`config.mk`:
```
export PLATFORM = sky130hd
export DESIGN_NAME = mdu_iter_flat
export DESIGN_NICKNAME = d
export VERILOG_FILES = /design/src/rtl/mdu_iter_if.sv /design/src/rtl/mdu_iter.sv /design/src/flat_wrapper.sv
export SDC_FILE = /design/constraint.sdc
export NUM_CORES = 1
export LEC_CHECK = 0
export ABC_AREA = 1
export BUFFER_PORTS_ARGS = -buffer_cell sky130_fd_sc_hd__buf_2
export CORE_MARGIN = 2
export CORE_UTILIZATION = 55
export DETAILED_ROUTE_END_ITERATION = 8
export PLACE_DENSITY = 0.75
export SYNTH_ARGS = -nofsm -noshare
export SYNTH_HDL_FRONTEND = slang
export SYNTH_SLANG_ARGS = --single-unit
```
`constraint.sdc`:
```
create_clock -name clk -period 7.7 [get_ports clk]
set_input_delay 0.77 -clock clk [delete_from_list [all_inputs] [get_ports clk]]
set_output_delay 0.77 -clock clk [all_outputs]
set_load 0.02 [all_outputs]
```
`src/rtl/mdu_iter_if.sv`:
```
// Request/response bundle between the EX stage and the iterative MDU.
// The CPU side drives the operation; the MDU returns status and read data.
interface mdu_iter_if #(
    parameter int WIDTH = 32
);
    logic             start;
    logic [3:0]       op;
    logic [WIDTH-1:0] src1;
    logic [WIDTH-1:0] src2;
    logic             flush;
    logic [WIDTH-1:0] rdata;
    logic             busy;
    logic             done;

    modport master (
        output start, op, src1, src2, flush,
        input  rdata, busy, done
    );

    modport slave (
        input  start, op, src1, src2, flush,
        output rdata, busy, done
    );
endinterface

```
`src/rtl/mdu_iter.sv`:
```
// Iterative radix-2 multiply / restoring divide unit with HI/LO and MAC.
// One bit per cycle; a flush aborts without touching HI/LO.
module mdu_iter #(
    parameter int WIDTH = 32
) (
    input  logic       clk,
    input  logic       reset,
    mdu_iter_if.slave  bus
);
    localparam int CW = $clog2(WIDTH);

    typedef enum logic [1:0] {
        S_IDLE,
        S_CALC,
        S_FIX
    } state_t;

    state_t             r_state;
    state_t             w_next;
    logic [WIDTH-1:0]   r_hi;
    logic [WIDTH-1:0]   r_lo;
    logic [WIDTH-1:0]   r_a;
    logic [WIDTH-1:0]   r_b;
    logic [WIDTH-1:0]   r_src1;
    logic [2*WIDTH-1:0] r_acc;
    logic [CW-1:0]      r_cnt;
    logic [3:0]         r_op;
    logic               r_neg_q;
    logic               r_neg_r;
    logic               r_done;

    logic w_launch;
    logic w_step;
    logic w_write;
    logic w_mt;
    logic w_busy;

    // Operand decode on the incoming request
    logic             w_op_ok;
    logic             w_sgn_in;
    logic             w_div_in;
    logic             w_neg1;
    logic             w_neg2;
    logic [WIDTH-1:0] w_abs1;
    logic [WIDTH-1:0] w_abs2;

    assign w_op_ok  = (bus.op <= 4'd3) || (bus.op >= 4'd8 && bus.op <= 4'd11);
    assign w_sgn_in = ~bus.op[0];
    assign w_div_in = (bus.op[3:1] == 3'b001);
    assign w_neg1   = w_sgn_in & bus.src1[WIDTH-1];
    assign w_neg2   = w_sgn_in & bus.src2[WIDTH-1];
    assign w_abs1   = w_neg1 ? -bus.src1 : bus.src1;
    assign w_abs2   = w_neg2 ? -bus.src2 : bus.src2;

    // One iteration of shift-add and of restoring division
    logic               w_is_div;
    logic [WIDTH:0]     w_madd;
    logic [2*WIDTH-1:0] w_mul_nx;
    logic [WIDTH:0]     w_trial;
    logic [WIDTH:0]     w_diff;
    logic               w_ge;
    logic [2*WIDTH-1:0] w_div_nx;

    assign w_is_div = (r_op[3:1] == 3'b001);
    assign w_madd   = {1'b0, r_acc[2*WIDTH-1:WIDTH]} + {1'b0, r_a};
    assign w_mul_nx = r_acc[0] ? {w_madd, r_acc[WIDTH-1:1]}
                               : {1'b0, r_acc[2*WIDTH-1:1]};
    assign w_trial  = {r_acc[2*WIDTH-1:WIDTH], r_acc[WIDTH-1]};
    assign w_diff   = w_trial - {1'b0, r_b};
    assign w_ge     = (w_trial >= {1'b0, r_b});
    assign w_div_nx = w_ge ? {w_diff[WIDTH-1:0], r_acc[WIDTH-2:0], 1'b1}
                           : {w_trial[WIDTH-1:0], r_acc[WIDTH-2:0], 1'b0};

    // Sign correction and accumulate
    logic [2*WIDTH-1:0] w_prod;
    logic [2*WIDTH-1:0] w_hilo;
    logic [WIDTH-1:0]   w_quo;
    logic [WIDTH-1:0]   w_rem;
    logic [2*WIDTH-1:0] w_res;

    assign w_prod = r_neg_q ? -r_acc : r_acc;
    assign w_hilo = {r_hi, r_lo};
    assign w_quo  = r_neg_q ? -r_acc[WIDTH-1:0] : r_acc[WIDTH-1:0];
    assign w_rem  = r_neg_r ? -r_acc[2*WIDTH-1:WIDTH] : r_acc[2*WIDTH-1:WIDTH];

    always_comb begin
        w_res = w_prod;
        unique case (r_op)
            4'd2, 4'd3: begin
                if (r_b == '0) w_res = {r_src1, {WIDTH{1'b1}}};
                else           w_res = {w_rem, w_quo};
            end
            4'd8, 4'd9:   w_res = w_hilo + w_prod;
            4'd10, 4'd11: w_res = w_hilo - w_prod;
            default:      w_res = w_prod;
        endcase
    end

    always_ff @(posedge clk or posedge reset) begin
        if (reset) r_state <= S_IDLE;
        else       r_state <= w_next;
    end

    always_comb begin
        w_next = r_state;
        if (bus.flush) begin
            w_next = S_IDLE;
        end else begin
            unique case (r_state)
                S_IDLE: if (bus.start && w_op_ok) w_next = S_CALC;
                S_CALC: if (r_cnt == CW'(WIDTH-1)) w_next = S_FIX;
                S_FIX:  w_next = S_IDLE;
                default: w_next = S_IDLE;
            endcase
        end
    end

    always_comb begin
        w_busy   = 1'b0;
        w_launch = 1'b0;
        w_step   = 1'b0;
        w_write  = 1'b0;
        w_mt     = 1'b0;
        unique case (r_state)
            S_IDLE: begin
                w_launch = bus.start & w_op_ok & ~bus.flush;
                w_mt     = ~bus.flush & (bus.op == 4'd4 || bus.op == 4'd5);
            end
            S_CALC: begin
                w_busy = 1'b1;
                w_step = ~bus.flush;
            end
            S_FIX: begin
                w_busy  = 1'b1;
                w_write = ~bus.flush;
            end
            default: w_busy = 1'b0;
        endcase
    end

    always_ff @(posedge clk or posedge reset) begin
        if (reset) begin
            r_hi    <= '0;
            r_lo    <= '0;
            r_a     <= '0;
            r_b     <= '0;
            r_src1  <= '0;
            r_acc   <= '0;
            r_cnt   <= '0;
            r_op    <= '0;
            r_neg_q <= 1'b0;
            r_neg_r <= 1'b0;
            r_done  <= 1'b0;
        end else begin
            r_done <= w_write;
            if (w_launch) begin
                r_a     <= w_abs1;
                r_b     <= w_abs2;
                r_src1  <= bus.src1;
                r_op    <= bus.op;
                r_cnt   <= '0;
                r_neg_q <= w_neg1 ^ w_neg2;
                r_neg_r <= w_neg1;
                r_acc   <= {{WIDTH{1'b0}}, (w_div_in ? w_abs1 : w_abs2)};
            end else if (w_step) begin
                r_acc <= w_is_div ? w_div_nx : w_mul_nx;
                r_cnt <= r_cnt + CW'(1);
            end
            if (w_write) begin
                {r_hi, r_lo} <= w_res;
            end else if (w_mt) begin
                if (bus.op == 4'd4) r_hi <= bus.src1;
                else                r_lo <= bus.src1;
            end
        end
    end

    assign bus.busy  = w_busy;
    assign bus.done  = r_done;
    assign bus.rdata = (bus.op == 4'd6) ? r_hi :
                       (bus.op == 4'd7) ? r_lo : '0;
endmodule

```
`src/flat_wrapper.sv`:
```
// flat-port wrapper written by rule: the top's interface ports become plain ports
module mdu_iter_flat 
#(
    parameter int WIDTH = 32
)
  (clk, reset, bus_start, bus_op, bus_src1, bus_src2, bus_flush, bus_rdata, bus_busy, bus_done);
  mdu_iter_if #(.WIDTH(WIDTH)) bus_i ();
  input  logic clk;
  input  logic reset;
  input wire logic [$bits(bus_i.start)-1:0] bus_start;
  input wire logic [$bits(bus_i.op)-1:0] bus_op;
  input wire logic [$bits(bus_i.src1)-1:0] bus_src1;
  input wire logic [$bits(bus_i.src2)-1:0] bus_src2;
  input wire logic [$bits(bus_i.flush)-1:0] bus_flush;
  output wire logic [$bits(bus_i.rdata)-1:0] bus_rdata;
  output wire logic [$bits(bus_i.busy)-1:0] bus_busy;
  output wire logic [$bits(bus_i.done)-1:0] bus_done;
  assign bus_i.start = bus_start;
  assign bus_i.op = bus_op;
  assign bus_i.src1 = bus_src1;
  assign bus_i.src2 = bus_src2;
  assign bus_i.flush = bus_flush;
  assign bus_rdata = bus_i.rdata;
  assign bus_busy = bus_i.busy;
  assign bus_done = bus_i.done;
  mdu_iter #(.WIDTH(WIDTH)) u_core (.clk(clk), .reset(reset), .bus(bus_i));
endmodule
```
# Word level (Yosys, flattened, before mapping)
# Cells that the tools add are included.
[word_totals]
register_bits = 238
inputBits = 72
output_inout_bits = 34
word_cells = 100
[op_classes]
addsub = 10
magnitude_cmp = 4
eq_ne = 18
muxes = 32
bitwise = 8
n_reduce_logical = 16
[ops]
columns = ["operator", "count"]
rows = [
  ["$mux 64", 7],
  ["$mux 32", 13],
  ["$pmux 64 s3", 1],
  ["$neg 32->32", 4],
  ["$add 64x64->64", 1],
  ["$neg 64->64", 1],
  ["$sub 64x64->64", 1],
  ["$add 32x32->33", 1],
  ["$ge 33x32->1", 1],
  ["$logic_not 32->1", 1],
  ["$sub 32x32->32", 1],
  ["$eq 4x3->1 const B", 4],
  ["$eq 4x4->1 const B", 4],
  ["$mux 5", 2],
  ["$eq 4x2->1 const B", 2],
  ["$reduce_or 2->1", 4],
  ["$eq 3x1->1 const B", 2],
  ["$mux 2", 3],
  ["$ne 3x2->1 const B", 2],
  ["$reduce_and 2->1", 3],
  ["$reduce_bool 2->1", 3],
  ["$add 5x1->5 const B", 1],
  ["$and 1x1->1", 5],
  ["$eq 5x5->1 const B", 1],
  ["13 further kinds", 20],
]

# Logic depth before layout (Yosys ltp)
[depth]
depth_word = 7
mapped_depth = 41
ltp_nobuf = 38

# Worst setup path after synthesis
# OpenSTA, ideal clock, no wires.
[synth_path]
path_kind = "register to register"
start = "register u_core.r_acc[0]"
end = "register u_core.r_hi[28]"
setup_ns = 0.118
arrival_ns = 4.466
t_required_ns = 7.582
path_slack_ns = 3.116
path_stages_with_launch = 35
path_buffers = 3
synth_period_minus_slack_ns = 4.584
cell_sequence = "dfrtp_1 -> buf_6 -> inv_2 -> buf_6 -> clkbuf_1 -> ha_1 -> nand2_2 -> nor2_1 -> nand2_1 -> nand3b_1 -> nand2_1 -> inv_2 -> nand2_2 -> inv_1 -> nand4_1 -> nor2_1 -> nand2_1 -> nor2_2 -> inv_2 -> nor2_4 -> nand3_2 -> o21ai_4 -> nand2_1 -> xor2_1 -> ha_1 -> nand2_1 -> nor2_1 -> inv_1 -> nor4_1 -> nand4_1 -> nand2_1 -> nand2_1 -> nand3_1 -> o211ai_1 -> a21o_1"
[synth_via]
elab_chain_len = 5
word_cells_on_any_way = 6
cone_classes = "add/sub (3); mux (3)"
[synth_rtl]
columns = ["element", "line_no", "rtl"]
rows = [
  ["start: declaration", "mdu_iter.sv:25", "logic [2*WIDTH-1:0] r_acc;"],
  ["start signal: assignment", "mdu_iter.sv:164", "r_acc <= {{WIDTH{1'b0}}, (w_div_in ? w_abs1 : w_abs2)};"],
  ["start signal: assignment", "mdu_iter.sv:166", "r_acc <= w_is_div ? w_div_nx : w_mul_nx;"],
  ["$neg 64->64", "mdu_iter.sv:81", "assign w_prod = r_neg_q ? -r_acc : r_acc;"],
  ["$mux 64 (*)", "mdu_iter.sv:81", ""],
  ["$sub 64x64->64 / $add 64x64->64 (equally long branches)", "mdu_iter.sv:94, mdu_iter.sv:93", ""],
  ["$pmux 64 s3 (*)", "mdu_iter.sv:88", "unique case (r_op)"],
  ["$mux 32 (*)", "mdu_iter.sv:169", "if (w_write) begin"],
  ["end signal: assignment", "mdu_iter.sv:170", "{r_hi, r_lo} <= w_res;"],
  ["end signal: assignment", "mdu_iter.sv:172", "if (bus.op == 4'd4) r_hi <= bus.src1;"],
  ["end: declaration", "mdu_iter.sv:20", "logic [WIDTH-1:0] r_hi;"],
]
# Mark *: on every way between the ends. The rest lies on a longest branch, timed or not.
# A chain may end at the register's enable or synchronous reset.

# Worst setup path after layout
[layout_path]
start = "register u_core.r_neg_q"
end = "register u_core.r_hi[20]"
[layout_via]
elab_chain_len = 4
word_cells_on_any_way = 5
cone_classes = "add/sub (2); mux (3)"
[layout_rtl]
columns = ["element", "line_no", "rtl"]
rows = [
  ["start: declaration", "mdu_iter.sv:28", "logic r_neg_q;"],
  ["start signal: assignment", "mdu_iter.sv:162", "r_neg_q <= w_neg1 ^ w_neg2;"],
  ["$mux 64 (*)", "mdu_iter.sv:81", ""],
  ["$sub 64x64->64 / $add 64x64->64 (equally long branches)", "mdu_iter.sv:94, mdu_iter.sv:93", ""],
  ["$pmux 64 s3 (*)", "mdu_iter.sv:88", ""],
  ["$mux 32 (*)", "mdu_iter.sv:169", ""],
]
# Marked as above.

==> summary.md <==
| Metric | Value |
|---|---|
| Net Switching | 8480 µW |
| Placed Cells | 4911 |
| Global route overflow | 0 |
| Synth-to-layout area growth | 7.57% |
| Total Wirelength | 123 mm |
| Ys Warns | 0 |
| Worst rel slew slack | 0.212 |
| Drt wl/cell | 24.7 µm |
| Routability cong. | 1.08 |
| Proportion of power drawn by flip-flops and latches | 0.171 |
| Stages on worst setup path | 28 |
| Unrepaired setup endpoints after global routing | no |
| Primary FF master, synth | dfrtp_1 |
| Path depth of the worst reg2reg path | 28 |
| Crit path kind | flip-flop to flip-flop |
| Synth top area share | 0.224 |
| Placed cell area | 0.0274 mm² |
| Syn_nets | 4516 |
| Int Power | 5580 µW |
| Storage cell area | 0.00591 mm² |
| Hold Crit Class | input port to asynchronous set/reset pin |
| EDFF count, synth | 0 |
| Gate power share | 0.723 |
| Die Ht | 223 µm |
| CP startpoint | u_core.r_neg_q |
| Root Driver | clkbuf_16 |
| Detailed Routing Iterations Pass 1 | 6 |
| Nets | 4538 |
| Share of synthesized flip-flops with an asynchronous set or reset | 1.00 |
| CTS tree | yes |
| Cells after synthesis | 4304 |
| Crit. End Element | flip-flop |
| Synth cell types | 55 |
| Mapped cell area | 0.0264 mm² |
| Crit path max-delay cell type | dfrtp_2 |
| Drt first-iter violations | 4447 |
| Remaining DRCs | 0 |
| Hold WS | 345 ps |
| Reg-to-reg slack, setup | 1340 ps |
| Max incr delay on CP | 900 ps |
| Fill count | 4827 |
| Peak Freq | 157 MHz |
| Fin Clk Skew | 37.3 ps |
| CP Launch Type | flip-flop |
| Critical R2R Launch | u_core.r_neg_q |
| Commonest non-fill, non-tap cell in the layout | nand2_1 |
| Initial antenna violation count | 3 |
| Yosys top cell by area | dfrtp_1 |
| Fraction of layout cells with a size suffix above 1 | 0.0718 |
| Largest net degree at the start of global routing | 128 |
| Hpwl dp | 97.1 mm |
| Synth area leaders | dfrtp_1 (22%), nand2_1 (15%), o21ai_0 (7.8%), inv_1 (7.7%), ha_1 (6.5%) |
| Clock transition at path regs | 70 ps |
| Buf/Inv on CP | 4 |
| Post-route minimum period | 6360 ps |
| Rows | 80 |
| Worst Tran Pin Value | 1180 ps |
| Mapped Avg Cell Area | 6.14 µm² |
| Top delay family on crit path | simple AND/OR/NAND/NOR gates |
| Clock sink total | 236 |
| Final setup vio count | 0 |
| H-tree depth | 1 |
| Max-slew violation count | 0 |
| Critical Path AT | 6830 ps |
| Via density | 6.40 |
| Die X | 223 µm |
| Vias in the first global route | 29100 |
| WP data required | 8170 ps |
| CTS Buf Count | 28 |
| Final instance area | 0.0284 mm² |
| Sw Share | 0.603 |
| Die area | 0.0498 mm² |
| Register area share after synthesis | 0.224 |
| Initial Util | 0.555 |
| DR vias | 31800 |
| Post-DRT Antenna Nets | 0 |
| Synthesized flop and latch total | 236 |
| Clock share of power | 0.106 |
| Min setup slack post-route | 1340 ps |
| Total of max-cap violations | 0 |
| I/O pins | 106 |
| GRT Resource Usage Total | 0.481 |
| Port bufs | 105 |
| Core footprint | 0.0475 mm² |
| Hold Fails Final Rpt | 0 |
| Global-route wire length before repair | 180 mm |
| Peak supply drop | 0.237 mV |
| Commonest cells after routing, fill and taps aside | nand2_1 (1082), inv_1 (541), nor2_1 (431), o21ai_0 (413), a21oi_1 (294) |
| Status | finished, final reports clean |
| Postcts setup bufs | 0 |
| CTS max path bufs | 3 |
| Cts-stage hold buffer count | 0 |
| Post-cts sizing count | 0 |
| Power per cell area | 495 mW/mm² |
| Multi-input gate area | 0.0178 mm² |
| Non-Filler Instances | 4966 |
| Clk_lat worst skew | 610 ps |
| Period utilization | 0.825 |
| Worst-path fanout max | 41 |
| Lkg Pwr | 0.0138 µW |
| Crit path to | u_core.r_hi[20] |
| Setup total negative slack | 0 ps |
| R2R Path End | u_core.r_hi[20] |
| Worst Setup Slack post-DPL | 1670 ps |
power groups by stage:
stage / Sequential [µW] / Clock [µW] / Combinational (µW)
finish: 2400 / 1480 / 10200
global placement: 2360 / 0 / 9710
detailed placement: 2360 / 0 / 9680
global route: 2420 / 1510 / 11000
floorplan: 2040 / 0 / 6860
CTS: 2350 / 1470 / 9750
synthesized netlist by cell type, types with 9 or more instances:
cell type  number
nor3_1         42
nand3_1       242
o31ai_1         9
nor2_4          9
inv_2          12
o2111ai_1      17
ha_1          137
xor2_1        128
nand3b_1        9
o211ai_1       89
o22ai_1        71
a21oi_1       294
o21ai_0       413
nor2_1        437
a21o_1         10
clkinv_1        9
or2_2          20
o21bai_1       12
nand2_2        32
a31oi_1        44
buf_2           9
nand4_1        63
nand2_1      1083
dfrtp_1       236
inv_1         544
o21ai_1        17
xnor2_1        50
a22oi_1        19
o221ai_1       17
nor2_2         15
clkbuf_1      124
nor4_1         21
cell families (layout without fill, tap and decap cells):
group,Yosys count,count (layout),share of synthesized area
flops,236,236,0.224
fa+ha+maj,140,140,0.0672
compound gates,1050,1050,0.228
other cells,0,3,0
simple gates,1988,1988,0.319
buf+inv,711,755,0.103
xor+xnor,179,179,0.0597
per-stage QoR:
| stage | total power (µW) | utilization |
|---|---|---|
| floorplan | 8890 | - |
| global placement | 12100 | 0.576 |
| detailed placement | 12000 | 0.576 |
| CTS | 13600 | 0.597 |
| global route | 15000 | 0.597 |
| finish | 14100 | 0.597 |
state kept, by name, summed over array words and instances, names as in the netlist:
| register | count |
|---|---|
| u_core.r_src1 | 32 |
| u_core.r_state | 2 |
| u_core.r_neg_r | 1 |
| u_core.r_op | 3 |
| u_core.r_b | 32 |
| u_core.r_cnt | 5 |
| u_core.bus.done | 1 |
| u_core.r_hi | 32 |
| u_core.r_a | 31 |
| u_core.r_lo | 32 |
| u_core.r_neg_q | 1 |
| u_core.r_acc | 64 |
layer usage:
metal | global-route usage | routed length [µm] | vias to the layer above
met2 | 0.735 | 52200 | 2312
met1 | 0.603 | 45000 | 14500
met5 | 0 | 0 | -
met4 | 0.378 | 11700 | 0
li1 | - | - | 14400
met3 | 0.0835 | 13600 | 524
how the worst min path moves through the flow:
stage | start | end | slack (ps) | cells after the start
6_report | reset | u_core.r_src1[19] | 340 | 2
3_5_place_dp | u_core.r_src1[24] | u_core.r_src1[24] | 460 | 2
4_1_cts | bus_op[1] | u_core.r_op[1] | 410 | 3
5_1_grt | reset | u_core.bus.done | 440 | 2
3_3_place_gp | u_core.r_src1[24] | u_core.r_src1[24] | 460 | 2
2_1_floorplan | u_core.r_src1[24] | u_core.r_src1[24] | 440 | 2
cell type report:
class,instances,share of cell area
tap,615,0.0271
antenna,3,0.000264
clock buffer,34,0.0269
clock inverter,18,0.00819
inverter,565,0.0750
multi-input combinational,3357,0.627
timing repair buffer,138,0.0272
sequential,236,0.208
Power figures use the tool's default switching activity.
